--- src/rtl/secuenciador_mac_pkg.sv ---
// rtl/secuenciador_mac_pkg.sv - state encoding and parameter width check for secuenciador_mac
`ifndef SECUENCIADOR_MAC_PKG_SV
`define SECUENCIADOR_MAC_PKG_SV

`define SECUENCIADOR_CHECK_ANCHO(bits, n) \
  if ((1 << (bits)) < (n)) begin : g_ancho_invalido \
    $error("BITS_DIRECCION too narrow for N_TAPS"); \
  end

package secuenciador_mac_pkg;

  localparam logic [2:0] ST_REPOSO  = 3'd0;
  localparam logic [2:0] ST_CARGA   = 3'd1;
  localparam logic [2:0] ST_ACUMULA = 3'd2;
  localparam logic [2:0] ST_DRENAJE = 3'd3;
  localparam logic [2:0] ST_ENTREGA = 3'd4;

  typedef enum logic [2:0] {
    REPOSO  = ST_REPOSO,
    CARGA   = ST_CARGA,
    ACUMULA = ST_ACUMULA,
    DRENAJE = ST_DRENAJE,
    ENTREGA = ST_ENTREGA
  } estado_t;

endpackage

`endif

--- src/rtl/secuenciador_mac_contador_indice.sv ---
// rtl/secuenciador_mac_contador_indice.sv - saturating up-counter with clear, enable and terminal count
module contador_indice #(
  parameter int ANCHO  = 4,
  parameter int LIMITE = 16
) (
  input  logic             clk,
  input  logic             reset,
  input  logic             i_limpiar,
  input  logic             i_habilitar,
  output logic [ANCHO-1:0] o_cuenta,
  output logic             o_terminal
);

  localparam logic [ANCHO-1:0] ULTIMO = ANCHO'(LIMITE - 1);

  logic [ANCHO-1:0] r_cuenta;

  // Holds at LIMITE-1 so the index can never wrap past the last tap.
  always_ff @(posedge clk) begin
    if (reset || i_limpiar) begin
      r_cuenta <= '0;
    end else if (i_habilitar && (r_cuenta != ULTIMO)) begin
      r_cuenta <= r_cuenta + 1'b1;
    end
  end

  assign o_cuenta   = r_cuenta;
  assign o_terminal = (r_cuenta == ULTIMO);

endmodule

--- src/rtl/secuenciador_mac.sv ---
// rtl/secuenciador_mac.sv - control FSM sequencing one output of a time-multiplexed FIR MAC datapath
module secuenciador_mac
  import secuenciador_mac_pkg::*;
#(
  parameter int N_TAPS         = 16,
  parameter int BITS_DIRECCION = 4,
  parameter int LATENCIA_MAC   = 2
) (
  input  logic                      clk,
  input  logic                      reset,
  input  logic                      muestra_valida,
  output logic                      listo_para_muestra,
  output logic                      escribir_muestra,
  output logic                      limpiar_acumulador,
  output logic                      habilitar_mac,
  output logic [BITS_DIRECCION-1:0] direccion_coef,
  output logic                      salida_valida,
  output logic                      muestra_perdida
);

  localparam int ANCHO_DRENAJE = (LATENCIA_MAC > 1) ? $clog2(LATENCIA_MAC) : 1;

  `SECUENCIADOR_CHECK_ANCHO(BITS_DIRECCION, N_TAPS)

  estado_t                   r_estado;
  estado_t                   w_siguiente;
  logic                      r_perdida;
  logic                      w_arranque;
  logic                      w_indice_fin;
  logic                      w_drenaje_fin;
  logic [BITS_DIRECCION-1:0] w_indice;

  assign w_arranque = (r_estado == REPOSO) && muestra_valida;

  contador_indice #(
    .ANCHO  (BITS_DIRECCION),
    .LIMITE (N_TAPS)
  ) u_indice (
    .clk         (clk),
    .reset       (reset),
    .i_limpiar   (w_arranque),
    .i_habilitar (r_estado == ACUMULA),
    .o_cuenta    (w_indice),
    .o_terminal  (w_indice_fin)
  );

  generate
    if (LATENCIA_MAC > 0) begin : g_drenaje
      logic [ANCHO_DRENAJE-1:0] w_unused_cuenta_drenaje;
      contador_indice #(
        .ANCHO  (ANCHO_DRENAJE),
        .LIMITE (LATENCIA_MAC)
      ) u_drenaje (
        .clk         (clk),
        .reset       (reset),
        .i_limpiar   (w_arranque),
        .i_habilitar (r_estado == DRENAJE),
        .o_cuenta    (w_unused_cuenta_drenaje),
        .o_terminal  (w_drenaje_fin)
      );
    end else begin : g_sin_drenaje
      assign w_drenaje_fin = 1'b1;
    end
  endgenerate

  always_ff @(posedge clk) begin
    if (reset) begin
      r_estado  <= REPOSO;
      r_perdida <= 1'b0;
    end else begin
      r_estado <= w_siguiente;
      if (muestra_valida && (r_estado != REPOSO)) begin
        r_perdida <= 1'b1;
      end
    end
  end

  always_comb begin
    w_siguiente        = r_estado;
    listo_para_muestra = 1'b0;
    escribir_muestra   = 1'b0;
    limpiar_acumulador = 1'b0;
    habilitar_mac      = 1'b0;
    direccion_coef     = '0;
    salida_valida      = 1'b0;
    case (r_estado)
      REPOSO: begin
        listo_para_muestra = 1'b1;
        if (muestra_valida) w_siguiente = CARGA;
      end
      CARGA: begin
        escribir_muestra   = 1'b1;
        limpiar_acumulador = 1'b1;
        w_siguiente        = ACUMULA;
      end
      ACUMULA: begin
        habilitar_mac  = 1'b1;
        direccion_coef = w_indice;
        if (w_indice_fin) w_siguiente = (LATENCIA_MAC == 0) ? ENTREGA : DRENAJE;
      end
      DRENAJE: begin
        if (w_drenaje_fin) w_siguiente = ENTREGA;
      end
      ENTREGA: begin
        salida_valida = 1'b1;
        w_siguiente   = REPOSO;
      end
      default: w_siguiente = REPOSO;
    endcase
  end

  assign muestra_perdida = r_perdida;

endmodule

--- config.mk ---
export PLATFORM = sky130hd
export DESIGN_NAME = secuenciador_mac
export DESIGN_NICKNAME = d
export VERILOG_FILES = /design/src/rtl/secuenciador_mac_pkg.sv /design/src/rtl/secuenciador_mac_contador_indice.sv /design/src/rtl/secuenciador_mac.sv
export SDC_FILE = /design/constraint.sdc
export NUM_CORES = 1
export LEC_CHECK = 0
export CAP_MARGIN = 20
export CORE_AREA = 5 5 42 44
export CTS_CLUSTER_DIAMETER = 40
export DETAILED_ROUTE_END_ITERATION = 10
export DIE_AREA = 0 0 47 49
export SETUP_SLACK_MARGIN = 0.15
export SLEW_MARGIN = 20
export SYNTH_ARGS = -nofsm -noshare
export SYNTH_HDL_FRONTEND = slang
export SYNTH_HIERARCHICAL = 1
export SYNTH_SLANG_ARGS = --single-unit
--- constraint.sdc ---
create_clock -name clk -period 1.8 [get_ports clk]
set_input_delay 0.36 -clock clk [delete_from_list [all_inputs] [get_ports clk]]
set_output_delay 0.36 -clock clk [all_outputs]
set_load 0.05 [all_outputs]
---- Yosys cells after proc, flatten, opt, wreduce, memory -nomap -nowiden ----
Cells that the tools add are included.
cells by class
  add/subtract/negate cells ............... 2
  equality and inequality tests ........... 9
  multiplexer cells ....................... 9
  bitwise logic cells ..................... 1
  reduce and logical (&&, ||, !) cells .... 8
operators by type and width
  operator                                                         number
  3-bit case mux with 4 select lines                               1
  3-bit two-way mux                                                3
  3-bit by 2-bit == test with 1-bit output, second input constant  2
  2-bit != test, second input constant                             3
  4-bit by 1-bit adder with 4-bit output, second input constant    1
  4-bit == test, second input constant                             1
  1-bit logical AND                                                4
  1-bit two-way mux                                                4
  4-bit two-way mux                                                1
  4-bit != test, second input constant                             1
  3-bit by 1-bit == test with 1-bit output, second input constant  1
  3-bit == test, second input constant                             1
  3-bit logical NOT                                                1
  3-bit AND reduction                                              1
  3-bit nonzero test                                               1
  1-bit adder, second input constant                               1
  1-bit logical OR                                                 1
  1-bit NOT                                                        1
storage, ports and cells
  register bits ........................... 9
  output and inout port bits .............. 10

---- Logic depth before layout (Yosys ltp) ----
  word-level depth ........................ 3
  depth in mapped cells ................... 7
  gate-level depth less buffers ........... 6

---- Modules after synthesis ----
The synthesis kept the hierarchy.
by module, submodules not included
  module                                  times used  cells each  area an instance (µm²)  sequential area each (µm²)
  secuenciador_mac                        1           28          251.5                   80.1
  contador_indice at u_indice             1           22          211.5                   80.1
  contador_indice at g_drenaje.u_drenaje  1           4           41.3                    20.0

---- Least setup slack after synthesis ----
Ideal clock, no wire load.
  path kind ............................... reg-to-output
  start ................................... register r_estado[1]
  end ..................................... output limpiar_acumulador
  arrival ................................. 2.022 ns
  required time ........................... 1.440 ns
  slack ................................... -0.582 ns
  cell stages (with the launch flop) ...... 4
  path buffers ............................ 2
  path through ............................ dfxtp_1 -> buf_2 -> nor3b_1 -> buf_4
between the ends
  word-level cells in the longest chain between the ends .. 2
ends and longest elaborated chain
  what                                      line                    RTL
  start: declaration                        secuenciador_mac.sv:25  estado_t r_estado;
  start signal: assignment                  secuenciador_mac.sv:71  r_estado <= w_siguiente;
  3-bit by 1-bit == test with 1-bit output  --
  1-bit two-way mux                         --
  end: declaration                          secuenciador_mac.sv:14  output logic limpiar_acumulador,
Every way passes these cells.

---- Worst setup path after layout ----
  start ................................... register r_estado[1]
  end ..................................... output listo_para_muestra
between the ends
  word-level cells in the longest chain between the ends .. 2
ends and longest elaborated chain
  what               line                    RTL
  3-bit logical NOT  secuenciador_mac.sv:86  case (r_estado)
  1-bit two-way mux  secuenciador_mac.sv:86
  end: declaration   secuenciador_mac.sv:12  output logic listo_para_muestra,
Every way passes these cells.

==> metrics.md <==
| Metric | Value |
|---|---|
| Outcome | completed |
| GRT Residual Overflow | 0 |
| Fraction of final layout cells with drive strength greater than 1 | between 50% and 60% |
| Setup Crit Path Kind | flop to output pin |
| Total met3 wirelength after detailed routing | about 60 um |
| Via count normalized by instance count | between 5 and 6 |
| Buffers and inverters on the worst path | 3 |
| Slowest cell on crit path | sky130_fd_sc_hd__or3_4 |
| Area added between synthesis and finish | 70.7% |
| Min Hold Slack | 480 ps |
| Placeable Area | 0.00140 mm^2 |
| Number of antenna cells inserted | 0 |
| Total negative slack for setup checks | 0 ps |
| Final max-slew violation count | 0 |
| Max-slew headroom | 74.5% |
| Vertical die dimension | roughly 49 um |
| Initial standard-cell utilization of the core | between 30% and 40% |
| TritonCTS buffer count | 3 |
| Leading cell type in the layout, fill and taps excluded | sky130_fd_sc_hd__buf_4 |
| Setup repair after global routing missed its margin | yes |
| Remaining routing DRC violations | 0 |
| Site Rows | 14 |
| Cells after Synth | 54 |
| Min Clock Period, post-route | 1620 ps |
| Number of nets with antenna violations after detailed routing | 0 |
| Peak supply drop | roughly 0.00042 V |
| DRT Wirelength | between 1000 and 1500 um |
| Gr usage total | a little under an eighth |
| Length of the first detailed-routing pass in iterations | 4 |
| Crit Path Max Fanout | 4 |
| Die Wd | about 47 um |
| Power Dens Cells | roughly 640 mW/mm^2 |
| Cell at the root of the clock tree | sky130_fd_sc_hd__clkbuf_4 |
| Number of enable-type register cells in the synthesized netlist | 0 |
| Worst-skew pair later-pin latency | approximately 260 ps |
| Via count | between 500 and 600 |
| Number of unique standard cell types used by synthesis | 31 |
| Slew of the pin with the lowest slew margin | about 380 ps |
| First-pass GRT wire length | 1960 um |
| Met1 layer wirelength in the final routing | ~540 um |
| Routed wire length on met2 | roughly 630 um |
| Share of the clock period used by the worst path | about 90% |
| Global placer's final weighted congestion | ~0.75 |
| Hold WC Path Type | flop to flop |
| CP Data Arrival Time | roughly 1300 ps |
| Number of buffers added on ports | 12 |
| WP data required | around 1400 ps |
| Top routing layer in use | met4 |
| Final-report setup violation count | 0 |
| Max-Cap Viols | 0 |
| Top-level I/O count | 13 |
| Combined area of all synthesized cells | approximately 500 um^2 |
| Cell-by-cell trace of the critical path | buf_6 > or3_4 > inv_4 > buf_12 |
| Routed length per placed instance | 13.4 um |
| Number of buffers inserted by hold repair at cts | 0 |
| Leakage power of the design | ~0.00036 uW |
| Clock tree from TritonCTS | built |
| Most used cells in the layout excluding fill and tap cells | 10 x sky130_fd_sc_hd__buf_4, 9 x sky130_fd_sc_hd__buf_12, 6 x sky130_fd_sc_hd__dfxtp_1 |
| Crit. End Element | output pin |
| Count of synthesis-stage warnings from yosys | 6 |
| Primary FF master, synth | sky130_fd_sc_hd__dfxtp_1 |
| NumNets Final | 82 |
| Hold Fails Final Rpt | 0 |
| Highest clock rate | around 0.62 GHz |
| Sinks on Clock Net | 9 |
| Largest net degree at the start of global routing | 8 |
| Syn nets | 58 |
| Number of synthesized register bits | 9 |
| Share of synthesized registers carrying an async set or reset | 0% |
| Number of buffers on the longest clock path | 2 |
| Worst setup skew after layout | between 1.5 and 2 ps |
| Half-perimeter wire length after placement | approximately 790 um |
| Level count of the clock H-tree | 1 |
| Family of cells with the greatest summed delay on the critical path | simple AND/OR/NAND/NOR gates |
| Area of the die | 0.00230 mm^2 |
| Clock transition at the registers of the reported paths | around 70 ps |
| Number of global-route vias before repair | between 400 and 500 |
| Crit-path max cell delay | 350 ps |
| Crit start category | flop |
| Post-synthesis average cell area | roughly 9.3 um^2 |
| Number of DRC markers after the initial detailed-route iteration | 13 |
| Portion of the post-synthesis area used by sequential elements | around 36% |
| Number of antenna violations at the first check in global routing | 0 |
repair_timing:
item                       in CTS  in global routing
setup endpoints to repair       8                  9
gates resized for setup         7                  4
pin swaps                       2                  2
buffers inserted                7                  2
sequential cells by signal, indices dropped and copies added, names as in the netlist:
signal / flops
g_drenaje.u_drenaje/o_cuenta: 1
r_estado: 3
u_indice/o_cuenta: 4
muestra_perdida: 1
path summary, 6_finish.rpt:
path | startpoint | to | slack [ps] | depth (start not counted)
worst max-delay path | r_estado[1]$_SDFFE_PP0P_ | listo_para_muestra | 180 | 4
worst min-delay path | g_drenaje.u_drenaje/o_cuenta$_SDFFE_PP0P_ | r_estado[1]$_SDFFE_PP0P_ | 480 | 1
worst max register to register | r_estado[1]$_SDFFE_PP0P_ | u_indice/o_cuenta[3]$_SDFFE_PP0P_ | 200 | 8
worst min register to register | g_drenaje.u_drenaje/o_cuenta$_SDFFE_PP0P_ | r_estado[1]$_SDFFE_PP0P_ | 480 | 1
stage by stage:
step	util [%]	area [um^2]	cells	setup WS [ps]	total power (uW)
after floorplan	-	534	54	-61.4	309
after global placement	52.8	739	80	228	360
after detailed placement	52.8	739	80	138	360
after CTS	59.6	835	91	153	548
after global routing	61.4	861	93	149	573
final	61.4	861	93	185	548
cells by family after synthesis:
group / synth area share (%)
DFF: 35.7
and+or+nand+nor: 35.0
AOI/OAI and AO/OA: 16.4
adders and majority gates: 2.48
muxes: 1.99
buffers and inverters: 8.43
layer usage:
layer / up-vias / GRT usage (%)
met4: 0 / 5.99
li1: 241 / -
met1: 240 / 14.6
met5: - / 0
met3: 4 / 3.69
met2: 16 / 16.5
worst register-to-register path: cells and delay by family (launching register included):
family	cells	cell delay, ps
simple gates	3	660
flops	1	320
buf+inv	3	290
compound gates	2	210
layout make-up:
class / instances / area [um^2]
fill: 122 / 541
sequential: 9 / 189
multi-input combinational: 38 / 314
timing repair buffer: 23 / 298
clock buffer: 4 / 26.3
tap: 16 / 20.0
inverter: 3 / 13.8
Yosys cell counts, types with 2 or more instances:
cell type,n,share of area [%]
sky130_fd_sc_hd__nor3b_1,2,3.0
sky130_fd_sc_hd__nand2_1,2,1.5
sky130_fd_sc_hd__dfxtp_1,9,36
sky130_fd_sc_hd__o21ai_0,2,2.0
sky130_fd_sc_hd__inv_2,2,1.5
sky130_fd_sc_hd__buf_4,2,3.0
sky130_fd_sc_hd__nand4b_1,2,3.5
sky130_fd_sc_hd__nor2_1,5,3.7
sky130_fd_sc_hd__and2_1,6,7.4
report_power, final:
part / switching, uW / internal (uW)
registers: 8.34 / 205
clock network: 75.6 / 85.6
logic: 87.8 / 85.0
Note: power is estimated with default switching activity, not from simulation.
